<file path="src/rtl/systolic_pkg.sv">
// Shared definitions for the 2x2 systolic matrix-multiply controller:
// default operand/result widths and the sequencing FSM states.
package systolic_pkg;

   localparam int W_DEF  = 8;
   localparam int RW_DEF = 2 * W_DEF + 1;

   typedef enum logic [2:0] {
      IDLE  = 3'd0,
      CLR   = 3'd1,
      FEED0 = 3'd2,
      FEED1 = 3'd3,
      CAPT  = 3'd4,
      DONE  = 3'd5
   } state_t;

endpackage

</file>
<file path="src/rtl/systolic_mm2_ctrl.sv">
// Sequencer for an external 2x2 outer-product systolic array: captures A/B,
// optionally clears the accumulators, feeds two operand beats, then latches C.
module systolic_mm2_ctrl
   import systolic_pkg::*;
#(
   parameter int W = W_DEF
) (
   input  logic         clk,
   input  logic         rst,
   input  logic         in_valid,
   output logic         in_ready,
   input  logic [W-1:0] a00,
   input  logic [W-1:0] a01,
   input  logic [W-1:0] a10,
   input  logic [W-1:0] a11,
   input  logic [W-1:0] b00,
   input  logic [W-1:0] b01,
   input  logic [W-1:0] b10,
   input  logic [W-1:0] b11,
   input  logic         in_acc,
   output logic         arr_rst_n,
   output logic [W-1:0] arr_a0,
   output logic [W-1:0] arr_a1,
   output logic [W-1:0] arr_b0,
   output logic [W-1:0] arr_b1,
   input  logic [2*W:0] arr_o1,
   input  logic [2*W:0] arr_o2,
   input  logic [2*W:0] arr_o3,
   input  logic [2*W:0] arr_o4,
   output logic         out_valid,
   input  logic         out_ready,
   output logic [2*W:0] c00,
   output logic [2*W:0] c01,
   output logic [2*W:0] c10,
   output logic [2*W:0] c11,
   output logic         busy
);

   state_t state, next_state;
   logic   accept;

   logic [W-1:0] a00_p0, a01_p0, a10_p0, a11_p0;
   logic [W-1:0] b00_p0, b01_p0, b10_p0, b11_p0;
   logic [W-1:0] sa00, sa01, sa10, sa11, sb00, sb01, sb10, sb11;
   logic [W-1:0] a0_d, a1_d, b0_d, b1_d;

   assign accept    = in_valid && in_ready;
   assign out_valid = (state == DONE);
   assign busy      = (state != IDLE);

   always_ff @(posedge clk or posedge rst) begin
      if (rst) state <= IDLE;
      else     state <= next_state;
   end

   always_comb begin
      next_state = state;
      case (state)
         IDLE:    if (accept) next_state = in_acc ? FEED0 : CLR;
         CLR:     next_state = FEED0;
         FEED0:   next_state = FEED1;
         FEED1:   next_state = CAPT;
         CAPT:    next_state = DONE;
         DONE:    if (out_ready) next_state = IDLE;
         default: next_state = IDLE;
      endcase
   end

   // Stage 0: job operands held for the duration of the job
   always_ff @(posedge clk) begin
      if (accept) begin
         a00_p0 <= a00;  a01_p0 <= a01;  a10_p0 <= a10;  a11_p0 <= a11;
         b00_p0 <= b00;  b01_p0 <= b01;  b10_p0 <= b10;  b11_p0 <= b11;
      end
   end

   // An accumulate job goes straight from IDLE to FEED0, so the first beat
   // must come from the live inputs rather than the not-yet-loaded holding regs.
   always_comb begin
      sa00 = (state == IDLE) ? a00 : a00_p0;
      sa01 = (state == IDLE) ? a01 : a01_p0;
      sa10 = (state == IDLE) ? a10 : a10_p0;
      sa11 = (state == IDLE) ? a11 : a11_p0;
      sb00 = (state == IDLE) ? b00 : b00_p0;
      sb01 = (state == IDLE) ? b01 : b01_p0;
      sb10 = (state == IDLE) ? b10 : b10_p0;
      sb11 = (state == IDLE) ? b11 : b11_p0;
   end

   always_comb begin
      a0_d = '0;
      a1_d = '0;
      b0_d = '0;
      b1_d = '0;
      case (next_state)
         FEED0: begin
            a0_d = sa00;  a1_d = sa10;  b0_d = sb00;  b1_d = sb01;
         end
         FEED1: begin
            a0_d = sa01;  a1_d = sa11;  b0_d = sb10;  b1_d = sb11;
         end
         default: ;
      endcase
   end

   // Stage 1: registered array drive, ready flag and result capture
   always_ff @(posedge clk or posedge rst) begin
      if (rst) begin
         in_ready  <= 1'b0;
         arr_rst_n <= 1'b0;
         arr_a0    <= '0;
         arr_a1    <= '0;
         arr_b0    <= '0;
         arr_b1    <= '0;
         c00       <= '0;
         c01       <= '0;
         c10       <= '0;
         c11       <= '0;
      end else begin
         in_ready  <= (next_state == IDLE);
         arr_rst_n <= (next_state != CLR);
         arr_a0    <= a0_d;
         arr_a1    <= a1_d;
         arr_b0    <= b0_d;
         arr_b1    <= b1_d;
         if (state == CAPT) begin
            c00 <= arr_o1;
            c01 <= arr_o2;
            c10 <= arr_o3;
            c11 <= arr_o4;
         end
      end
   end

endmodule
</file>
<file path="config.mk">
export PLATFORM = sky130hd
export DESIGN_NAME = systolic_mm2_ctrl
export DESIGN_NICKNAME = d
export VERILOG_FILES = /design/src/rtl/systolic_pkg.sv /design/src/rtl/systolic_mm2_ctrl.sv
export SDC_FILE = /design/constraint.sdc
export NUM_CORES = 1
export LEC_CHECK = 0
export BUFFER_PORTS_ARGS = -buffer_cell sky130_fd_sc_hd__buf_4
export CAP_MARGIN = 25
export CORE_UTILIZATION = 48
export DETAILED_ROUTE_END_ITERATION = 6
export PLACE_DENSITY = 0.79
export SYNTH_ARGS = -nofsm -noshare
export SYNTH_HDL_FRONTEND = slang
export SYNTH_SLANG_ARGS = --single-unit
</file>
<file path="constraint.sdc">
create_clock -name clk -period 4 [get_ports clk]
set_input_delay 0.4 -clock clk [delete_from_list [all_inputs] [get_ports clk]]
set_output_delay 0.4 -clock clk [all_outputs]
set_load 0.05 [all_outputs]
</file>
==> results.yml, run 1 <==
outcome:
  outcome: "complete, no violations"
timing:
  report.final.hold_viol_count: 0
  hold_ws_ns: 0.157
  post-route-min-period_ns: 2.09
  slew_headroom_pct: 43.2
  period_share_pct: 52.3
  finalClockSkew_ns: 0.00858
  slew_viol_final: 0
  fin_setup_tns_ns: 0
  grt_setup_unrepaired: "false"
  tightest_slew_ns: 0.851
  fmaxAchievable_ghz: 0.478
  timing.final.setup_violations: 0
grt:
  grt_start_max_net_pins: 77
  grt_pass1_wl_um: 20600
  grt_antenna_before_repair: 0
  globalRoute.totalOverflow: 0
  first_global_vias: 4068
  groute.usage.overall_pct: 21.1
worst_setup_path:
  critical_path.cell_chain: "inv_2 > nor3_4 > buf_4 > mux2_2"
  setup.worst_path.end_class: "register"
  worstSetupStartpointType: "register"
  rr_startpoint: "state[2]"
  reg2regPathDepth: 4
  critPathMaxStageDelay_ns: 0.66
  crit_path_top_delay_cell: "buf_4"
  timing.critical_path.arrival_ns: 2.38
  worst-r2r-setup-slack_ns: 1.91
  worst-path-buf-inv: 2
  crit_fanout: 68
  startpoint: "state[2]"
  worst-setup-path-type: "register to register"
  timing.critical_path.max_delay_family: "buffers and inverters"
  wp_data_required_ns: 4.29
  critical_path.reg2reg.endpoint: "c10[6]"
finish:
  drive_above_1_share_pct: 52.9
  multi_input_area_mm2: 0.00144
  syn_to_final_growth_pct: 40.9
  n_diodes: 0
  postLayoutCellArea_mm2: 0.00867
  regArea_mm2: 0.00455
  fill_cells: 839
  final_nets: 727
cts:
  cts_tree: "built"
  h-tree-depth: 4
  clock_sinks: 169
  cts.clk_slew.worst_paths_ns: 0.06
  post-cts-setup-buffers: 0
  tritoncts_buffer_count: 17
  cts.path.max_buffers: 2
  cts_root_buf: "clkbuf_16"
  clock_insertion_delay_worst_skew_ns: 0.42
die:
  die_x_um: 115
  boundaryPins: 241
  num_rows: 40
  initial_util_pct: 50.2
  die_h_um: 115
  die-area_mm2: 0.0133
  coreArea_mm2: 0.0123
synth:
  syn_nets: 481
  ys_ff_latch: 169
  netlist_area_before_placement_mm2: 0.00615
  synth.most_common_cell: "dfrtp_1"
  synth_ff_type: "dfrtp_1"
  yosys.area.top_type: "dfrtp_1"
  number_of_synthesized_flops_with_an_enable_pin: 64
  post_synth_num_cell_types: 27
  async_flop_share_pct: 62.1
  yosys-top-cells-count: "105 x dfrtp_1, 64 x edfxtp_1, 40 x mux2_2"
  synth-warning-count: 0
  postSynthAreaPerCell_um2: 17.9
  syn_inst: 344
  synthTopCellsByArea: "dfrtp_1 43%, edfxtp_1 31%, mux2_2 7.3%, mux2_1 5.1%, a22o_1 4.6%"
  netlist.area_leader.share_pct: 42.7
  synth-seq-area-share_pct: 73.9
worst_hold_path:
  kind_of_path_behind_the_tightest_hold_check: "input port to register"
  hold_depth: 1
  hp-start: "b10[5]"
  holdPathEnd: "b10_p0[5]"
place:
  detailed_place.area_mm2: 0.00807
  place.port_buffers: 240
  post-dp-hpwl_um: 9300
  gp_congestion: 0.750
power:
  powerDensity_mw_per_mm2: 960
  max_rail_drop_vdd_uv: 504
  power.static_leakage_nw: 4.08
run:
  cap_viol_max_count: 0
routing:
  detail_route.iter0.violations: 238
  wl_per_cell_um: 17.6
  drt-total-wl_um: 13600
  antenna_violating_nets_post_route: 0
  detailroute.via_count: 3897
  dr.pass1.iters: 4
  routed_via_density: 5.05
  post-route-drc-count: 0
-- cell type report --
class	count	area share, %
multi-input cells	150	16.6
well taps	168	2.42
clock inverters	9	1.15
flip-flops and latches	169	52.5
inverters	4	0.202
repair buffers	248	21.7
clock buffers	23	5.40
-- registers in the layout, summed over array words and instances (netlist names) --
name,count
a10_p0,8
c11,17
a11_p0,8
arr_rst_n,1
c01,17
a00_p0,8
b10_p0,8
b01_p0,8
c00,17
in_ready,1
arr_a0,8
arr_a1,8
arr_b0,8
b11_p0,8
a01_p0,8
c10,17
b00_p0,8
state,3
arr_b1,8
-- through the flow --
stage                     power [mW]  setup WS, ns  util, %  cells
after floorplan                 5.59         0.474        -    344
after global placement          6.72          2.01     65.8    737
after detailed placement        6.82          1.94     65.8    737
after CTS                       8.40          1.92     70.4    769
after global routing            8.67          1.79     70.7    771
final                           8.33          1.91     70.7    771
-- kinds of logic after synthesis --
logic type	after synthesis	share of synthesized area, %
DFF	169	73.9
AOI/OAI and AO/OA	71	9.25
muxes	68	12.4
buffers and inverters	25	2.76
and+or+nand+nor	11	1.63
-- how the worst max path moves through the flow --
stage                endpoint  depth (start not counted)
floorplan           arr_a0[0]                          6
global placement      c10[10]                          4
detailed placement    c11[12]                          4
CTS                   c11[12]                          4
global route          c10[11]                          4
finish                 c10[6]                          4
-- cells in the final DEF (no fill, tap or decap), types with 3 or more instances in the layout --
cell and count:
edfxtp_1 64, a21o_1 32, clkinv_1 3, dfrtp_1 105, a211oi_1 3, mux2_2 40
mux2_1 28, clkbuf_16 17, buf_4 246, clkbuf_1 4, a22o_1 32
-- routing by layer --
metal / GRT usage (%) / wire length [um] / vias to the layer above
li1: - / - / 1785
met1: 23.4 / 5140 / 1895
met2: 35.9 / 6870 / 190
met3: 8.17 / 1250 / 27
met4: 9.87 / 293 / 0
met5: 0 / 0 / -
-- where the power goes --
group | internal [mW] | switching (mW)
Clock | 0.946 | 0.620
Combinational | 1.32 | 2.66
Sequential | 2.47 | 0.315
Total | 4.74 | 3.59
-- timing repair --
action | in CTS | in global routing
hold buffers | 0 | 1
resized for setup | 0 | 0
hold endpoints to repair | 0 | 23
Power figures use the tool's default switching activity.
==> inputs of run 2 (changes only) <==
--- a/config.mk
+++ b/config.mk
@@ -7,9 +7,9 @@
 export LEC_CHECK = 0
 export BUFFER_PORTS_ARGS = -buffer_cell sky130_fd_sc_hd__buf_4
 export CAP_MARGIN = 25
-export CORE_UTILIZATION = 48
+export CORE_UTILIZATION = 44
 export DETAILED_ROUTE_END_ITERATION = 6
-export PLACE_DENSITY = 0.79
+export PLACE_DENSITY = 0.76
 export SYNTH_ARGS = -nofsm -noshare
 export SYNTH_HDL_FRONTEND = slang
 export SYNTH_SLANG_ARGS = --single-unit
==> constraint.sdc (replaced) <==
create_clock -name clk -period 1.9 [get_ports clk]
set_input_delay 0.19 -clock clk [delete_from_list [all_inputs] [get_ports clk]]
set_output_delay 0.19 -clock clk [all_outputs]
set_load 0.05 [all_outputs]
==> run 2 against run 1 <==
Net effect:
- hold slack lost 0.14 ns
- sequential cell count unchanged
- count of clock-buffer cells in the layout is 3 lower
- die area rose by 8.9%
- power up 120%
- cell count rose by 17%
- first-iteration DRC count is 29% lower
- setup slack worse by 1.8 ns
- combinational power increased by 120%
- utilization increased by 3.5 points
- final area is 15% higher
- critical path type is now register to output pin
- sequential share of layout area decreased by 6.9 points
- largest cell class unchanged
==> results.yml, run 2 (synthesis results as in run 1) <==
outcome:
  outcome: "complete, no violations"
power:
  switching_power_mw: 7.84
  power.static_leakage_nw: 4.61
  powerDensity_mw_per_mm2: 1830
  power_report.internal_total_mw: 10.5
  max_rail_drop_vdd_uv: 1060
  clockPowerShare_pct: 20.0
  share_comb_of_total_power_pct: 48.1
  switching_share_pct: 42.8
  power_frac_seq_pct: 32.0
worst_setup_path:
  reg2regPathDepth: 3
  timing.critical_path.max_delay_family: "buffers and inverters"
  critical_path.reg2reg.endpoint: "c00[6]"
  crit_path_frequent_cell: "buf_4"
  crit_fanout: 10
  worstSetupStartpointType: "register"
  path_depth: 4
  rr_startpoint: "state[0]"
  critPathMaxStageDelay_ns: 0.42
  crit_end: "busy"
  worst-setup-path-type: "register to output pin"
  crit_path_top_delay_cell: "dfrtp_1"
  worst-path-buf-inv: 3
  worst-r2r-setup-slack_ns: 0.20
  setup.worst_path.end_class: "output pin"
  timing.critical_path.arrival_ns: 1.58
  startpoint: "state[1]"
  wp_data_required_ns: 1.71
  critical_path.cell_chain: "buf_4 > nor3_2 > inv_1 > buf_4"
timing:
  finalClockSkew_ns: 0.00807
  fmaxAchievable_ghz: 0.565
  slew_viol_final: 0
  post-route-min-period_ns: 1.77
  slew_headroom_pct: 62.4
  grt_setup_unrepaired: "false"
  period_share_pct: 93.2
  timing.final.setup_violations: 0
  tightest_slew_ns: 0.563
  pnr_worst_setup_slack_ns: 0.129
  fin_setup_tns_ns: 0
  report.final.hold_viol_count: 0
cts:
  cts.clk_slew.worst_paths_ns: 0.06
  post_cts_resize_count: 0
  clock_insertion_delay_worst_skew_ns: 0.42
  post-cts-setup-buffers: 0
  cts_tree: "built"
  h-tree-depth: 4
  cts_root_buf: "clkbuf_16"
  cts.path.max_buffers: 2
  tritoncts_buffer_count: 17
  cts_hold_buffers: 118
  clock_sinks: 169
place:
  dp_cells: 749
  gp_congestion: 0.743
  pre_cts_ws_ns: 0.241
  post-dp-hpwl_um: 9320
  place.port_buffers: 240
grt:
  grt_antenna_before_repair: 0
  groute.usage.overall_pct: 23.6
  first_global_vias: 5008
  globalRoute.totalOverflow: 0
  grt_start_max_net_pins: 106
  grt_pass1_wl_um: 25800
routing:
  antenna_violating_nets_post_route: 0
  wl_per_cell_um: 18.2
  routed_via_density: 4.99
  detail_route.iter0.violations: 169
  dr.pass1.iters: 4
  detailroute.via_count: 4494
  post-route-drc-count: 0
  drt-total-wl_um: 16400
finish:
  final_cell_mix: "246 x buf_4, 119 x dlygate4sd3_1, 104 x dfrtp_1"
  final_nets: 848
  syn_to_final_growth_pct: 62.2
  n_diodes: 0
  fill_cells: 812
  regArea_mm2: 0.00455
  drive_above_1_share_pct: 45.4
  final_common_cell: "buf_4"
  final-instance-count-excl-fill: 900
  multi_input_area_mm2: 0.00145
die:
  boundaryPins: 241
  num_rows: 42
  coreArea_mm2: 0.0135
  die_x_um: 120
  die-area_mm2: 0.0145
  die_h_um: 120
  initial_util_pct: 45.7
run:
  cap_viol_max_count: 0
worst_hold_path:
  kind_of_path_behind_the_tightest_hold_check: "input port to register"
[run 2: worst min-delay path by stage]
stage,to,cells after the start,startpoint
after global placement,a01_p0[6],1,a01[6]
after global routing,c11[11],2,arr_o4[11]
after floorplan,a00_p0[0],0,a00[0]
after detailed placement,b10_p0[0],1,b10[0]
final,c10[7],2,arr_o3[7]
after CTS,c10[7],2,arr_o3[7]
[run 2: metrics by stage]
step,area (um^2),total power [mW],util (%),hold slack [ns]
after floorplan,6170,11.8,-,0.289
after global routing,9980,19.0,74.2,0.00636
after global placement,8160,14.2,60.7,0.369
after CTS,9970,18.3,74.1,0.00104
final,9980,18.3,74.2,0.0135
after detailed placement,8160,14.4,60.7,0.369
[run 2: final cells by class]
class | count | area share [%]
Clock buffer | 20 | 4.57
Clock inverter | 12 | 1.73
Inverter | 4 | 0.188
Multi-Input combinational cell | 150 | 14.5
Sequential cell | 169 | 45.6
Tap cell | 176 | 2.21
Timing Repair Buffer | 369 | 31.2
[run 2: worst reg2reg max path, stage by stage (launching register included)]
cell	delay (ns)
dfrtp_1	0.53
nor3_4	0.27
buf_12	0.33
mux2_1	0.44
[run 2: metal layers]
metal | GRT usage (%) | share of wire [%]
met5 | 0 | 0
met4 | 9.18 | 1.9
met3 | 6.23 | 7.4
met2 | 42.2 | 53
met1 | 27.0 | 38
[run 2: power groups by stage]
stage | logic, mW | clock network, mW | registers (mW)
floorplan | 2.12 | 0 | 9.65
global placement | 8.42 | 0 | 5.82
detailed placement | 8.57 | 0 | 5.88
CTS | 8.79 | 3.70 | 5.83
global route | 9.16 | 3.85 | 6.00
finish | 8.81 | 3.66 | 5.85
